[src/rtl/uart_pkg.sv]
// Shared definitions for the 9600-baud 8N1 UART pair.
// The transmitter derives its 625-count half-period from DEFAULT_CLKS_PER_BIT.
package uart_pkg;

  localparam int DEFAULT_CLKS_PER_BIT = 1250;
  localparam int DATA_BITS            = 8;
  localparam int IDX_W                = $clog2(DATA_BITS);

  typedef enum logic [2:0] {
    ST_IDLE,
    ST_START,
    ST_DATA,
    ST_STOP,
    ST_BREAK
  } rx_state_e;

endpackage : uart_pkg

[src/rtl/sync_2ff.sv]
// Two-flop synchroniser for a single asynchronous input.
// The reset value is a parameter so an idle-high line does not look like an edge after reset.
module sync_2ff #(
  parameter logic RESET_VAL = 1'b1
) (
  input  logic clk,
  input  logic rst_n,
  input  logic d,
  output logic q
);

  logic meta;

  // NOTE: sequential state uses non-blocking assignments so both flops sample
  // their inputs from before the edge; blocking here would collapse them into one flop.
  always_ff @(posedge clk or negedge rst_n) begin
    if (!rst_n) begin
      meta <= RESET_VAL;
      q    <= RESET_VAL;
    end else begin
      meta <= d;
      q    <= meta;
    end
  end

endmodule : sync_2ff

[src/rtl/uart_rx_8n1.sv]
// 8N1 UART receiver: mid-bit sampling, LSB first, one-entry output buffer with valid/ack,
// single-cycle framing-error pulse and sticky overrun flag.
module uart_rx_8n1
  import uart_pkg::*;
#(
  parameter int CLKS_PER_BIT = DEFAULT_CLKS_PER_BIT,
  parameter int HALF_BIT     = CLKS_PER_BIT / 2
) (
  input  logic                 hwclk,
  input  logic                 rst_n,
  input  logic                 rx,
  output logic [DATA_BITS-1:0] rx_data,
  output logic                 rx_valid,
  input  logic                 rx_ack,
  output logic                 frame_err,
  output logic                 overrun,
  output logic                 busy
);

  localparam int                 TIMER_W   = $clog2(CLKS_PER_BIT);
  localparam logic [TIMER_W-1:0] HALF_LAST = TIMER_W'(HALF_BIT - 1);
  localparam logic [TIMER_W-1:0] BIT_LAST  = TIMER_W'(CLKS_PER_BIT - 1);
  localparam logic [IDX_W-1:0]   IDX_LAST  = IDX_W'(DATA_BITS - 1);

  rx_state_e              state, state_next;
  logic [TIMER_W-1:0]     timer, timer_next;
  logic [IDX_W-1:0]       idx, idx_next;
  logic [DATA_BITS-1:0]   shreg, shreg_next;
  logic                   rx_s;
  logic                   accept;
  logic                   ferr_set;

  sync_2ff #(
    .RESET_VAL (1'b1)
  ) u_sync (
    .clk   (hwclk),
    .rst_n (rst_n),
    .d     (rx),
    .q     (rx_s)
  );

  always_ff @(posedge hwclk or negedge rst_n) begin
    if (!rst_n) begin
      state <= ST_IDLE;
      timer <= '0;
      idx   <= '0;
      shreg <= '0;
    end else begin
      state <= state_next;
      timer <= timer_next;
      idx   <= idx_next;
      shreg <= shreg_next;
    end
  end

  // NOTE: every signal driven here gets a default first, so no path through the
  // case can leave one unassigned and infer a latch.
  always_comb begin
    state_next = state;
    timer_next = timer;
    idx_next   = idx;
    shreg_next = shreg;
    accept     = 1'b0;
    ferr_set   = 1'b0;

    unique case (state)
      ST_IDLE: begin
        if (!rx_s) begin
          state_next = ST_START;
          timer_next = '0;
        end
      end

      ST_START: begin
        if (timer == HALF_LAST) begin
          timer_next = '0;
          idx_next   = '0;
          // A line back high at mid start bit was a glitch, not a frame.
          state_next = rx_s ? ST_IDLE : ST_DATA;
        end else begin
          timer_next = timer + TIMER_W'(1);
        end
      end

      ST_DATA: begin
        if (timer == BIT_LAST) begin
          shreg_next = {rx_s, shreg[DATA_BITS-1:1]};
          idx_next   = idx + IDX_W'(1);
          timer_next = '0;
          if (idx == IDX_LAST) begin
            state_next = ST_STOP;
          end
        end else begin
          timer_next = timer + TIMER_W'(1);
        end
      end

      ST_STOP: begin
        if (timer == BIT_LAST) begin
          timer_next = '0;
          if (rx_s) begin
            accept     = 1'b1;
            state_next = ST_IDLE;
          end else begin
            ferr_set   = 1'b1;
            state_next = ST_BREAK;
          end
        end else begin
          timer_next = timer + TIMER_W'(1);
        end
      end

      ST_BREAK: begin
        // Holding here until the line recovers turns a long break into a single error.
        if (rx_s) begin
          state_next = ST_IDLE;
        end
      end

      default: begin
        state_next = ST_IDLE;
      end
    endcase
  end

  always_ff @(posedge hwclk or negedge rst_n) begin
    if (!rst_n) begin
      rx_data   <= '0;
      rx_valid  <= 1'b0;
      frame_err <= 1'b0;
      overrun   <= 1'b0;
    end else begin
      frame_err <= ferr_set;
      if (accept) begin
        rx_data  <= shreg;
        rx_valid <= 1'b1;
        // Newest byte wins; an ack landing in the same cycle consumed the old one.
        if (rx_valid && !rx_ack) begin
          overrun <= 1'b1;
        end
      end else if (rx_valid && rx_ack) begin
        rx_valid <= 1'b0;
        overrun  <= 1'b0;
      end
    end
  end

  assign busy = (state != ST_IDLE);

endmodule : uart_rx_8n1

[config.mk]
export PLATFORM = sky130hd
export DESIGN_NAME = uart_rx_8n1
export DESIGN_NICKNAME = d
export VERILOG_FILES = /design/src/rtl/uart_pkg.sv /design/src/rtl/sync_2ff.sv /design/src/rtl/uart_rx_8n1.sv
export SDC_FILE = /design/constraint.sdc
export NUM_CORES = 1
export LEC_CHECK = 0
export ABC_AREA = 1
export CAP_MARGIN = 20
export CELL_PAD_IN_SITES_DETAIL_PLACEMENT = 0
export CELL_PAD_IN_SITES_GLOBAL_PLACEMENT = 1
export CORE_AREA = 10 10 81 83
export DETAILED_ROUTE_END_ITERATION = 7
export DIE_AREA = 0 0 91 93
export PLACE_DENSITY = 0.73
export SYNTH_ARGS = -nofsm -noshare
export SYNTH_HDL_FRONTEND = slang
export SYNTH_HIERARCHICAL = 1
export SYNTH_SLANG_ARGS = --single-unit
[constraint.sdc]
create_clock -name hwclk -period 2.2 [get_ports hwclk]
set_input_delay 0.44 -clock hwclk [delete_from_list [all_inputs] [get_ports hwclk]]
set_output_delay 0.44 -clock hwclk [all_outputs]
set_load 0.03 [all_outputs]
# Word-level counts from Yosys, hierarchy flattened
# Cells that the tools add are included.
dict set report totals {
  ff_bits 38
  word_cells 66
  inputBits 4
  out_inout_bits 12
}
dict set report classes {
  addsub 2
  n_eq_ne 14
  n_reduce_logical 14
  muxes 26
}
# cell count
set op_table {}
lappend op_table {{11-bit 2-to-1 mux} 3}
lappend op_table {{11-bit case mux with 3 select lines} 1}
lappend op_table {{3-bit 2-to-1 mux} 9}
lappend op_table {{3-bit case mux with 5 select lines} 1}
lappend op_table {{11-bit by 1-bit adder with 11-bit output (second input constant)} 1}
lappend op_table {{11-bit by 10-bit equality test with 1-bit output (second input constant)} 1}
lappend op_table {{11-bit equality test (second input constant)} 1}
lappend op_table {{1-bit 2-to-1 mux} 10}
lappend op_table {{2-bit != test (second input constant)} 5}
lappend op_table {{3-bit by 2-bit equality test with 1-bit output (second input constant)} 2}
lappend op_table {{3-bit equality test (second input constant)} 2}
lappend op_table {{3-bit case mux with 2 select lines} 1}
lappend op_table {{2-bit AND reduction} 3}
lappend op_table {{6-bit AND reduction} 1}
lappend op_table {{3-bit nonzero test} 2}
lappend op_table {{2-bit by 1-bit != test with 1-bit output (second input constant)} 2}
lappend op_table {{2-bit nonzero test} 2}
lappend op_table {{3-bit by 1-bit adder with 3-bit output (second input constant)} 1}
lappend op_table {{3-bit by 1-bit equality test with 1-bit output (second input constant)} 1}
lappend op_table {{3-bit logical NOT} 1}
lappend op_table {{3-bit AND reduction} 1}
lappend op_table {{1-bit logical AND} 2}
lappend op_table {{2-bit 2-to-1 mux} 1}
lappend op_table {{2-bit OR reduction} 1}
lappend op_table {{1-bit logical NOT} 1}

# Depth between registers and ports, before layout
dict set report logic_depth {
  word_depth 5
  mapped_depth 9
  ltp_nobuf 9
}

# Modules after synthesis
# The synthesis kept the hierarchy.
# mod n_inst area_per_inst_um2 cells_per_inst seq_area_each_um2
set modules_own_cells {}
lappend modules_own_cells {uart_rx_8n1 1 1971.9 235 900.9}
lappend modules_own_cells {sync_2ff 1 52.6 2 52.6}

# Least setup slack after synthesis
# OpenSTA, ideal clock, no wires.
dict set report synth_timing {
  kind {register to register}
  from {register timer[1]}
  to {register timer[9]}
  slack_ns 0.695
  setup_time_ns 0.117
  required_ns 2.083
  path_buffers 0
  path_stages_with_launch 10
  t_arrival_ns 1.388
  synth_period_minus_slack_ns 1.505
  cell_sequence {dfrtp_1 > inv_1 > ha_1 > nand2_1 > nor2_2 > nand3_1 > nand2_2 > nand3_2 > inv_2 > nor2_1}
}
dict set report synth_between {
  elab_chain_len 3
  word_cells_on_any_way 6
  classes_between {add/sub: 1; eq/ne: 2; mux: 3}
}
# item line_no
set synth_rtl {}
lappend synth_rtl {{start, declared} uart_rx_8n1.sv:26} ;# logic [TIMER_W-1:0] timer, timer_next;
lappend synth_rtl {{start signal, assigned} uart_rx_8n1.sv:50} ;# timer <= timer_next;
lappend synth_rtl {{11-bit by 1-bit adder with 11-bit output, or another cell as far along} {uart_rx_8n1.sv:81, uart_rx_8n1.sv:94, uart_rx_8n1.sv:109}}
lappend synth_rtl {{11-bit 2-to-1 mux, on equally long branches} {uart_rx_8n1.sv:86, uart_rx_8n1.sv:99, uart_rx_8n1.sv:75}}
lappend synth_rtl {{11-bit case mux with 3 select lines (*)} uart_rx_8n1.sv:66} ;# unique case (state)
# Every way passes the cells marked *; elsewhere a longest branch is shown, timed or not.
# A chain may end at the register's enable or synchronous reset.

# Worst setup path after layout
dict set report layout_timing {
  from {register state[2]}
  to {output busy}
}
dict set report layout_between {
  elab_chain_len 1
}
# item line_no
set layout_rtl {}
lappend layout_rtl {{start, declared} uart_rx_8n1.sv:25} ;# rx_state_e state, state_next;
lappend layout_rtl {{start signal, assigned} uart_rx_8n1.sv:49} ;# state <= state_next;
lappend layout_rtl {{3-bit nonzero test} uart_rx_8n1.sv:148} ;# assign busy = (state != ST_IDLE);
lappend layout_rtl {{end, declared} uart_rx_8n1.sv:17} ;# output logic busy
# No other way between the ends.

==> impl_summary.log <==
[metrics] number of antenna violations at the first check in global routing: 0
[metrics] post-DR vias/cell: 4.51
[metrics] worst reg2reg path startpoint: timer[1]
[metrics] Mean Syn Cell Area: 8.54 um^2
[metrics] Reg power frac: 0.489
[metrics] final worst path period share: 0.943
[metrics] clock tree buffer depth: 2
[metrics] timing-limited maximum frequency: 0.482 GHz
[metrics] clk sink count: 38
[metrics] routed via count: 1485
[metrics] number of flops mapped to enable cells by yosys: 0
[metrics] largest net degree at the start of global routing: 39
[metrics] clock transition time at the flip-flop clock pins of the worst setup and hold paths: 0.08 ns
[metrics] switching power share of the total: 0.194
[metrics] initial drt markers: 48
[metrics] sum of negative setup slack: 0 ns
[metrics] DP HPWL: 2900 um
[metrics] final-stage net count: 267
[metrics] Sw Pwr: 0.000280 W
[metrics] Detailed Routing Iterations Pass 1: 4
[metrics] CTS buffer count: 5
[metrics] Post-route DRC: 0
[metrics] Cell Int Power: 0.00116 W
[metrics] Reg2Reg Depth: 9
[metrics] area used by multi-input combinational logic: 921 um^2
[metrics] total power draw: 0.00144 W
[metrics] Data arrival, critical path: 1.63 ns
[metrics] H-tree depth: 2
[metrics] crit start category: flop
[metrics] Antenna Diode Count: 0
[metrics] placed instance area: 2240 um^2
[metrics] effective utilization at floorplan: 0.404
[metrics] setup repair after global routing missed its margin: false
[metrics] RePlAce Congestion: 0.861
[metrics] data required time at the worst endpoint: 1.76 ns
[metrics] outcome: finished, final reports clean
[metrics] filler cell count in the final layout: 522
[metrics] capturing point of the worst reg2reg path: timer[9]
[metrics] setup slack of the most critical reg-to-reg path: 0.44 ns
[metrics] count of pins over their slew limit: 0
[metrics] Layout area overhead: 17.8%
[metrics] warnings from Yosys: 6
[metrics] All-Layer GR Usage: 0.0991
[metrics] Area contributors post-synth: dfrtp_1 44%, nand2_1 12%, o21ai_2 6.9%, inv_1 5.2%, nor2_1 4.3%
[metrics] synthesized instance count: 237
[metrics] leakage component of the power: 1.13 nW
[metrics] overall die width: 91 um
[metrics] most frequent cells after synthesis: 66 x nand2_1, 36 x dfrtp_1, 28 x inv_1
[metrics] count of final setup violators: 0
[metrics] Yosys top cell by area: dfrtp_1
[metrics] Critical Path Fanout Max: 5
[metrics] I/O Buffers: 15
[metrics] max-cap check violation count: 0
[metrics] CTS tree: built
[metrics] type of destination of the critical path: output pin
[metrics] crit path setup slack, layout: 0.126 ns
[metrics] VDD IR-drop max: 0.299 mV
[metrics] capturing element of the worst setup path: busy
[metrics] io pins: 16
[metrics] combinational cell fraction of total power: 0.015
[metrics] post-synthesis register bit count: 38
[metrics] Final Instance Area: 2380 um^2
[metrics] post-CTS setup repair buffer count: 0
[metrics] Die H: 93 um
[metrics] worst hold path class: input port to async pin
[metrics] CP startpoint: state[2]
[metrics] area of the placeable core: 5010 um^2
[metrics] Syn Nets: 246
[metrics] total grt overflow: 0
[metrics] minimum setup slack after placement: 0.400 ns
[metrics] power density over cell area: 604 nW/um^2
[metrics] die area: 8460 um^2
[metrics] worst slew pin tran: 0.492 ns
[metrics] most frequent cell after synthesis: nand2_1
[metrics] share of the synthesized area in the top cell type: 0.445
[metrics] Core Rows: 26
[metrics] register area share after synthesis: 0.471
[metrics] share of final-layout standard cells stronger than drive strength 1: 0.205
[metrics] number of nets with antenna violations after routing: 0
[metrics] clock root cell: clkbuf_8
[metrics] Sequential cell area: 953 um^2
[metrics] mapped cell area: 2020 um^2
[metrics] fraction of registers with async set or reset after synthesis: 1.00
[metrics] Fin. Hold Viols: 0
[metrics] worst clock skew on the final layout: 0.00544 ns
[metrics] most used flip-flop cell after synthesis: dfrtp_1
[metrics] vias in the first global route: 1485
[metrics] Worst Path Class, Setup: flop to output pin
[metrics] clock power share: 0.496
[metrics] wire length of the first global-routing pass: 6950 um
[metrics] max_slew headroom: 0.672
[metrics] post-layout minimum cycle time: 2.07 ns
[metrics] routed length per instance: 12.0 um
[metrics] aggregate routed wire length: 3950 um
[metrics] Unique masters post-synth: 25
[metrics] clock latency at the later pin of the worst-skew pair: 0.29 ns
## per-layer routing
layer | GRT usage | routed length [um] | up-vias
met5 | 0 | 0 | -
met4 | 0.0431 | 64 | 0
met3 | 0.0280 | 147 | 6
met2 | 0.163 | 1870 | 13
met1 | 0.118 | 1860 | 673
li1 | - | - | 793
## flip-flops by register name, indices dropped and copies added, names as in the netlist
register     flops
u_sync/q         1
idx              3
rx_data          8
timer           11
u_sync/meta      1
shreg            8
state            3
rx_valid         1
frame_err        1
overrun          1
## worst max-delay path: stages, from the launching register on
cell             delay (ns)
dfrtp_1                0.50
inv_2                  0.11
nand2_1                0.08
clkdlybuf4s50_1        0.66
## cells by family after synthesis
logic type | share of synthesized area
buf+inv | 0.0766
xor+xnor | 0.0173
simple gates | 0.296
flops | 0.471
fa+ha+maj | 0.0309
compound gates | 0.108
## layout by cell type, fill, tap and decap left out, types with 5 or more instances in the layout
cell type | netlist | routed
nand2_1 | 66 | 66
dfrtp_1 | 36 | 36
inv_1 | 28 | 28
nor2_1 | 23 | 23
o21ai_2 | 16 | 16
clkdlybuf4s50_1 | 0 | 14
nand3_1 | 11 | 11
inv_2 | 6 | 6
o21ai_0 | 6 | 6
nand4_1 | 5 | 5
ha_1 | 5 | 5
clkbuf_8 | 0 | 5
## cell type report
type | count | share of cell area
clock buffer | 5 | 0.0289
clock inverter | 3 | 0.0289
inverter | 35 | 0.0556
multi-input combinational | 162 | 0.386
sequential | 38 | 0.400
tap | 70 | 0.0367
timing repair buffer | 16 | 0.0640
## repair_timing
action,in CTS,in global routing
endpoints found under the hold margin,0,0
hold buffers,0,0
gates resized for setup,0,1
setup endpoints to repair,0,1
## through the flow
stage,hold slack [ns],cells,util
floorplan,0.144,237,-
global placement,0.352,321,0.448
detailed placement,0.348,321,0.448
CTS,0.209,329,0.475
global route,0.225,329,0.476
finish,0.195,329,0.476
## power by group through the flow
stage	clock, W	combinational, W	sequential [W]
6_report	0.000715	0.0000218	0.000704
4_1_cts	0.000735	0.0000236	0.000704
2_1_floorplan	0	0.00000244	0.000717
3_3_place_gp	0	0.0000236	0.000718
5_1_grt	0.000761	0.0000251	0.000704
3_5_place_dp	0	0.0000235	0.000718
## how the worst min path moves through the flow
stage                      end  slack [ns]  cells past startpoint
floorplan            frame_err        0.14                      0
global placement      u_sync/q        0.35                      0
detailed placement    u_sync/q        0.35                      0
CTS                 rx_data[7]        0.21                      2
global route          timer[7]        0.23                      2
finish                timer[7]        0.20                      2
Note: power is estimated with default switching activity, not from simulation.
